==> config.mk <==
export PLATFORM = sky130hd
export DESIGN_NAME = demux4_buf_flat
export DESIGN_NICKNAME = d
export VERILOG_FILES = /design/src/rtl/demux4_buf_pkg.sv /design/src/rtl/demux4_buf_if.sv /design/src/rtl/demux4_buf_slot.sv /design/src/rtl/demux4_buf.sv /design/src/flat_wrapper.sv
export SDC_FILE = /design/constraint.sdc
export NUM_CORES = 1
export LEC_CHECK = 0
export ABC_AREA = 1
export BUFFER_PORTS_ARGS = -buffer_cell sky130_fd_sc_hd__buf_2
export CAP_MARGIN = 20
export CORE_ASPECT_RATIO = 1.4
export CORE_UTILIZATION = 50
export DETAILED_ROUTE_END_ITERATION = 10
export GPL_TIMING_DRIVEN = 0
export PLACE_DENSITY = 0.76
export SYNTH_ARGS = -nofsm -noshare
export SYNTH_HDL_FRONTEND = slang
export SYNTH_SLANG_ARGS = --single-unit
==> constraint.sdc <==
create_clock -name clk -period 4.73 [get_ports clk]
set_clock_uncertainty 0.2 [all_clocks]
set_input_delay 1.419 -clock clk [delete_from_list [all_inputs] [get_ports clk]]
set_output_delay 1.419 -clock clk [all_outputs]
set_load 0.02 [all_outputs]
==> src/rtl/demux4_buf_pkg.sv <==
// Shared definitions for the 4-way demultiplexer and its companion 4-way selector.
// Holds width defaults, the channel-select encoding and the slot state type.
package demux4_buf_pkg;

  localparam int unsigned DATA_W_DEFAULT = 32;
  localparam int unsigned CNT_W_DEFAULT  = 8;
  localparam int unsigned NUM_CH         = 4;
  localparam int unsigned SEL_W          = 2;

  // Channel-select encoding, shared with the 4-way selector
  localparam logic [SEL_W-1:0] SEL_CH0 = 2'b00;
  localparam logic [SEL_W-1:0] SEL_CH1 = 2'b01;
  localparam logic [SEL_W-1:0] SEL_CH2 = 2'b10;
  localparam logic [SEL_W-1:0] SEL_CH3 = 2'b11;

  typedef enum logic {
    StEmpty = 1'b0,
    StFull  = 1'b1
  } slot_state_e;

endpackage

==> src/rtl/demux4_buf_if.sv <==
// Handshake bundle for demux4_buf.
//   in_valid/in_ready/in_sel/in_data : producer side, one word tagged with a destination
//   out_valid/out_ready              : per-channel handshake, bit i is channel i
//   out_data                         : channel i word at [i*DATA_W +: DATA_W]
//   out_cnt                          : channel i saturating delivered count at [i*CNT_W +: CNT_W]
// slave is the demux side, master is the producer/consumer side.
interface demux4_buf_if
  import demux4_buf_pkg::*;
#(
  parameter int unsigned DATA_W = DATA_W_DEFAULT,
  parameter int unsigned CNT_W  = CNT_W_DEFAULT
);

  logic                       in_valid;
  logic                       in_ready;
  logic [SEL_W-1:0]           in_sel;
  logic [DATA_W-1:0]          in_data;
  logic [NUM_CH-1:0]          out_valid;
  logic [NUM_CH-1:0]          out_ready;
  logic [NUM_CH*DATA_W-1:0]   out_data;
  logic [NUM_CH*CNT_W-1:0]    out_cnt;

  modport slave (
    input  in_valid, in_sel, in_data, out_ready,
    output in_ready, out_valid, out_data, out_cnt
  );

  modport master (
    output in_valid, in_sel, in_data, out_ready,
    input  in_ready, out_valid, out_data, out_cnt
  );

endinterface

==> src/rtl/demux4_buf_slot.sv <==
// One demux channel slot: a single-entry word register with load and drain plus a
// saturating delivered-word counter.
//   clk, reset : clock, synchronous active-high reset
//   load       : write load_data this cycle (channel goes full)
//   load_data  : word to store
//   ready      : consumer takes the held word this cycle
//   valid      : slot holds a word
//   data       : held word (last value kept once drained)
//   cnt        : number of words delivered, saturating
module demux4_buf_slot
  import demux4_buf_pkg::*;
#(
  parameter int unsigned DATA_W = DATA_W_DEFAULT,
  parameter int unsigned CNT_W  = CNT_W_DEFAULT
) (
  input  logic              clk,
  input  logic              reset,
  input  logic              load,
  input  logic [DATA_W-1:0] load_data,
  input  logic              ready,
  output logic              valid,
  output logic [DATA_W-1:0] data,
  output logic [CNT_W-1:0]  cnt
);

  localparam logic [CNT_W-1:0] CntOne = CNT_W'(1);

  slot_state_e       state_q, state_d;
  logic [DATA_W-1:0] data_q;
  logic [CNT_W-1:0]  cnt_q;
  logic              drain;

  assign valid = (state_q == StFull);
  assign data  = data_q;
  assign cnt   = cnt_q;
  assign drain = valid & ready;

  // A load wins over a drain: the old word leaves while the new one lands.
  always_comb begin
    state_d = state_q;
    if (load) begin
      state_d = StFull;
    end else if (drain) begin
      state_d = StEmpty;
    end
  end

  always_ff @(posedge clk) begin
    if (reset) begin
      state_q <= StEmpty;
      data_q  <= '0;
      cnt_q   <= '0;
    end else begin
      state_q <= state_d;
      if (load) begin
        data_q <= load_data;
      end
      if (drain && (cnt_q != '1)) begin
        cnt_q <= cnt_q + CntOne;
      end
    end
  end

endmodule

==> src/rtl/demux4_buf.sv <==
// Registered 1-to-4 demultiplexer with per-channel one-word buffering.
//   clk   : clock
//   reset : synchronous active-high reset
//   bus   : demux4_buf_if slave; input word + destination, four output channels
//           with data and saturating delivered counts
// A stalled channel only blocks words addressed to itself.
module demux4_buf
  import demux4_buf_pkg::*;
#(
  parameter int unsigned DATA_W = DATA_W_DEFAULT,
  parameter int unsigned CNT_W  = CNT_W_DEFAULT
) (
  input  logic        clk,
  input  logic        reset,
  demux4_buf_if.slave bus
);

  logic [NUM_CH-1:0] valid;
  logic [NUM_CH-1:0] load;
  logic [DATA_W-1:0] slot_data [NUM_CH];
  logic [CNT_W-1:0]  slot_cnt  [NUM_CH];
  logic              in_fire;

  // Only the addressed channel gates acceptance.
  assign bus.in_ready = !reset & (!valid[bus.in_sel] | bus.out_ready[bus.in_sel]);
  assign in_fire      = bus.in_valid & bus.in_ready;
  assign bus.out_valid = valid;

  always_comb begin
    load = '0;
    if (in_fire) begin
      unique case (bus.in_sel)
        SEL_CH0: load[0] = 1'b1;
        SEL_CH1: load[1] = 1'b1;
        SEL_CH2: load[2] = 1'b1;
        SEL_CH3: load[3] = 1'b1;
        default: load = '0;
      endcase
    end
  end

  for (genvar i = 0; i < NUM_CH; i++) begin : g_slot
    demux4_buf_slot #(
      .DATA_W (DATA_W),
      .CNT_W  (CNT_W)
    ) u_slot (
      .clk       (clk),
      .reset     (reset),
      .load      (load[i]),
      .load_data (bus.in_data),
      .ready     (bus.out_ready[i]),
      .valid     (valid[i]),
      .data      (slot_data[i]),
      .cnt       (slot_cnt[i])
    );
  end

  always_comb begin
    bus.out_data = '0;
    bus.out_cnt  = '0;
    for (int i = 0; i < NUM_CH; i++) begin
      bus.out_data[i*DATA_W +: DATA_W] = slot_data[i];
      bus.out_cnt[i*CNT_W +: CNT_W]    = slot_cnt[i];
    end
  end

endmodule

==> src/flat_wrapper.sv <==
// flat-port wrapper written by rule: the top's interface ports become plain ports
module demux4_buf_flat import demux4_buf_pkg::*;
#(
  parameter int unsigned DATA_W = DATA_W_DEFAULT,
  parameter int unsigned CNT_W  = CNT_W_DEFAULT
)
  (clk, reset, bus_in_valid, bus_in_sel, bus_in_data, bus_out_ready, bus_in_ready, bus_out_valid, bus_out_data, bus_out_cnt);
  demux4_buf_if #(.DATA_W(DATA_W), .CNT_W(CNT_W)) bus_i ();
  input  logic clk;
  input  logic reset;
  input wire logic [$bits(bus_i.in_valid)-1:0] bus_in_valid;
  input wire logic [$bits(bus_i.in_sel)-1:0] bus_in_sel;
  input wire logic [$bits(bus_i.in_data)-1:0] bus_in_data;
  input wire logic [$bits(bus_i.out_ready)-1:0] bus_out_ready;
  output wire logic [$bits(bus_i.in_ready)-1:0] bus_in_ready;
  output wire logic [$bits(bus_i.out_valid)-1:0] bus_out_valid;
  output wire logic [$bits(bus_i.out_data)-1:0] bus_out_data;
  output wire logic [$bits(bus_i.out_cnt)-1:0] bus_out_cnt;
  assign bus_i.in_valid = bus_in_valid;
  assign bus_i.in_sel = bus_in_sel;
  assign bus_i.in_data = bus_in_data;
  assign bus_i.out_ready = bus_out_ready;
  assign bus_in_ready = bus_i.in_ready;
  assign bus_out_valid = bus_i.out_valid;
  assign bus_out_data = bus_i.out_data;
  assign bus_out_cnt = bus_i.out_cnt;
  demux4_buf #(.DATA_W(DATA_W), .CNT_W(CNT_W)) u_core (.clk(clk), .reset(reset), .bus(bus_i));
endmodule
==> results.toml <==
[route]
routed_wl_um = 18930
drt_iter0_drc = 252
firstDrtPassIters = 5
vias = 6818
ant_nets = 0
via_per_inst = 4.536
wl_per_cell_um = 12.59
drc = 0

[place]
place_congestion = 0.8701
port_buffers = 204
dp_slack_ps = 414.9
dp_hpwl_um = 13910

[clock_network]
cts_buffer_depth = 2
cts_tree = "yes"
clock_sinks = 164
cts_resized = 0
cts_htree_levels = 4
cts_hold_buf = 0
path_clk_slew_ps = 60
cts_root_buf = "clkbuf_16"
post_cts.repair.setup_buffers = 0
cts_made_buffers = 17
clkLatencyLatePin_ps = 420

[synth]
synth_simple_gate_area_frac = 0.3533
ys_types = 22
yosys_warnings = 0
ys_seq_elements = 164
yosys.area_share.adder = 0.006997
syn-instance-count = 1081
synth_top_family_by_area = "simple AND/OR/NAND/NOR gates"
synthXorXnorAreaFrac = 0.01714
synth_fp_nets = 1126
synth_area_um2 = 7153
syn_area_per_cell_um2 = 6.617
synth_compound_area_frac = 0.03323
ys_seq_area_frac = 0.4590
synthMuxAreaShare = 0

[worst_hold_path]
hp-start = "u_core.g_slot[1].u_slot.cnt[4]$_SDFFE_PP0P_"
hold_path.class = "register to register"

[die]
coreArea_um2 = 13910
ios = 206
die_h_um = 143.5
rows = 51
start_util = 0.5142
dieArea_um2 = 14790
die_x_um = 103.1

[timing]
final.setup.worst_slack_ps = 452.3
rsz0062_at_grt = "false"
setup_tns_ps = 0
min_period_ps = 4278
setup_viol_count_final = 0
tightest_slew_ps = 621.0
fmax_ghz = 0.2338
final_max_slew_viol_count = 0
slew_headroom = 0.5860
fin_crit_sh = 0.9044
hold_viol_final = 0

[global_route]
grt_pass1_wl_um = 29210
antenna_found_initial = 1
grt_usage = 0.2584
grt_max_degree = 17
grt_overflow = 0
grt_pass1_vias = 5996

[final_layout]
layout_commonest_cell = "nand2_1"
fin_nets = 1349
syn_to_final_growth_pct = 26.01
final_cell_mix = "332 x nand2_1, 278 x nor2_1, 208 x buf_2"
drive_gt1_frac = 0.2111
final_util = 0.6480

[critical_path]
crit_type = "input port to primary output"
critPathLaunch = "reset"
worstPathArrival_ps = 2660
cp-end-kind = "primary output"
r2r-start = "u_core.g_slot[0].u_slot.cnt[0]$_SDFFE_PP0P_"
critPathMaxFanout = 10
cp.required_ps = 3110
startpoint_type = "input port"

[power_and_ir_drop]
power_density_nw_per_um2 = 348.3
ir_drop_mv = 0.2063
leakagePower_nw = 5.168

[flow_run]
max_cap_violations = 0

[status]
status = "finished, final reports clean"
## critical path: stages
cell	delay, ps
buf_2	90
clkbuf_1	390
clkbuf_1	500
a21oi_1	70
buf_2	190
## layout make-up
class | count | area (µm²)
clock buffer | 18 | 439.2
tap | 185 | 231.5
buffer | 52 | 354.1
sequential | 164 | 3283
multi-input combinational | 711 | 2938
timing repair buffer | 204 | 1021
inverter | 154 | 578.1
clock inverter | 14 | 166.4
fill | 1365 | 4897
antenna | 1 | 2.502
## routing by layer
layer / vias up / track usage / routed length (µm) / share of wire
met1: 2999 / 0.2899 / 7612 / 0.40
met4: 0 / 0.09414 / 352 / 0.019
met3: 23 / 0.05691 / 980 / 0.052
met5: - / 0 / 0 / 0
met2: 177 / 0.4702 / 9982 / 0.53
li1: 3619 / - / - / -
## final timing paths
kind	cells past startpoint	end	slack, ps
worst min-delay path	2	u_core.g_slot[1].u_slot.cnt[4]$_SDFFE_PP0P_	270
worst max register to register	6	u_core.g_slot[0].u_slot.cnt[3]$_SDFFE_PP0P_	2830
worst max-delay path	5	bus_in_ready	450
worst min register to register	2	u_core.g_slot[1].u_slot.cnt[4]$_SDFFE_PP0P_	270
## cell usage after synthesis
library cell / n / area share
nand2_1: 332 / 0.17
nor2_1: 278 / 0.15
dfxtp_1: 164 / 0.46
inv_1: 152 / 0.080
a21oi_1: 30 / 0.021
clkbuf_1: 19 / 0.010
buf_4: 17 / 0.018
nand3_1: 16 / 0.011
o21ai_0: 13 / 0.0091
buf_6: 12 / 0.019
xnor2_1: 9 / 0.011
nand4_1: 7 / 0.0061
nor3_1: 7 / 0.0049
xor2_1: 5 / 0.0061
buf_2: 4 / 0.0028
ha_1: 4 / 0.0070
nand4_2: 4 / 0.0070
o21bai_1: 3 / 0.0031
inv_2: 2 / 0.0010
nand2_4: 1 / 0.0016
nor2_2: 1 / 0.00088
nor2_4: 1 / 0.0016
## logic make-up (layout without fill, tap and decap cells)
group           Yosys count  in the layout
simple gates            647            647
buf+inv                 206            442
flops                   164            164
compound gates           46             46
xor+xnor                 14             14
fa+ha+maj                 4              4
other cells               0              1
## report_power, final
group          switching [mW]  internal, mW
Combinational           0.198        0.0925
Sequential             0.0215          1.42
Clock                   0.598         0.807
Total                   0.817          2.32
## registers in the layout, summed over array words and instances, names as in the netlist
name,count
u_core.g_slot.u_slot.data,128
u_core.g_slot.u_slot.cnt,32
u_core.g_slot.u_slot.valid,4
## stage by stage
step	cells	hold slack [ps]	power (mW)	instance area [µm²]
4_1_cts	1502	269.4	3.164	9011
6_report	1503	266.5	3.139	9014
2_1_floorplan	1081	269.9	1.651	7153
5_1_grt	1503	307.6	3.254	9014
3_5_place_dp	1470	258.3	1.765	8406
3_3_place_gp	1470	250.0	1.761	8406
Note: power is estimated with default switching activity, not from simulation.
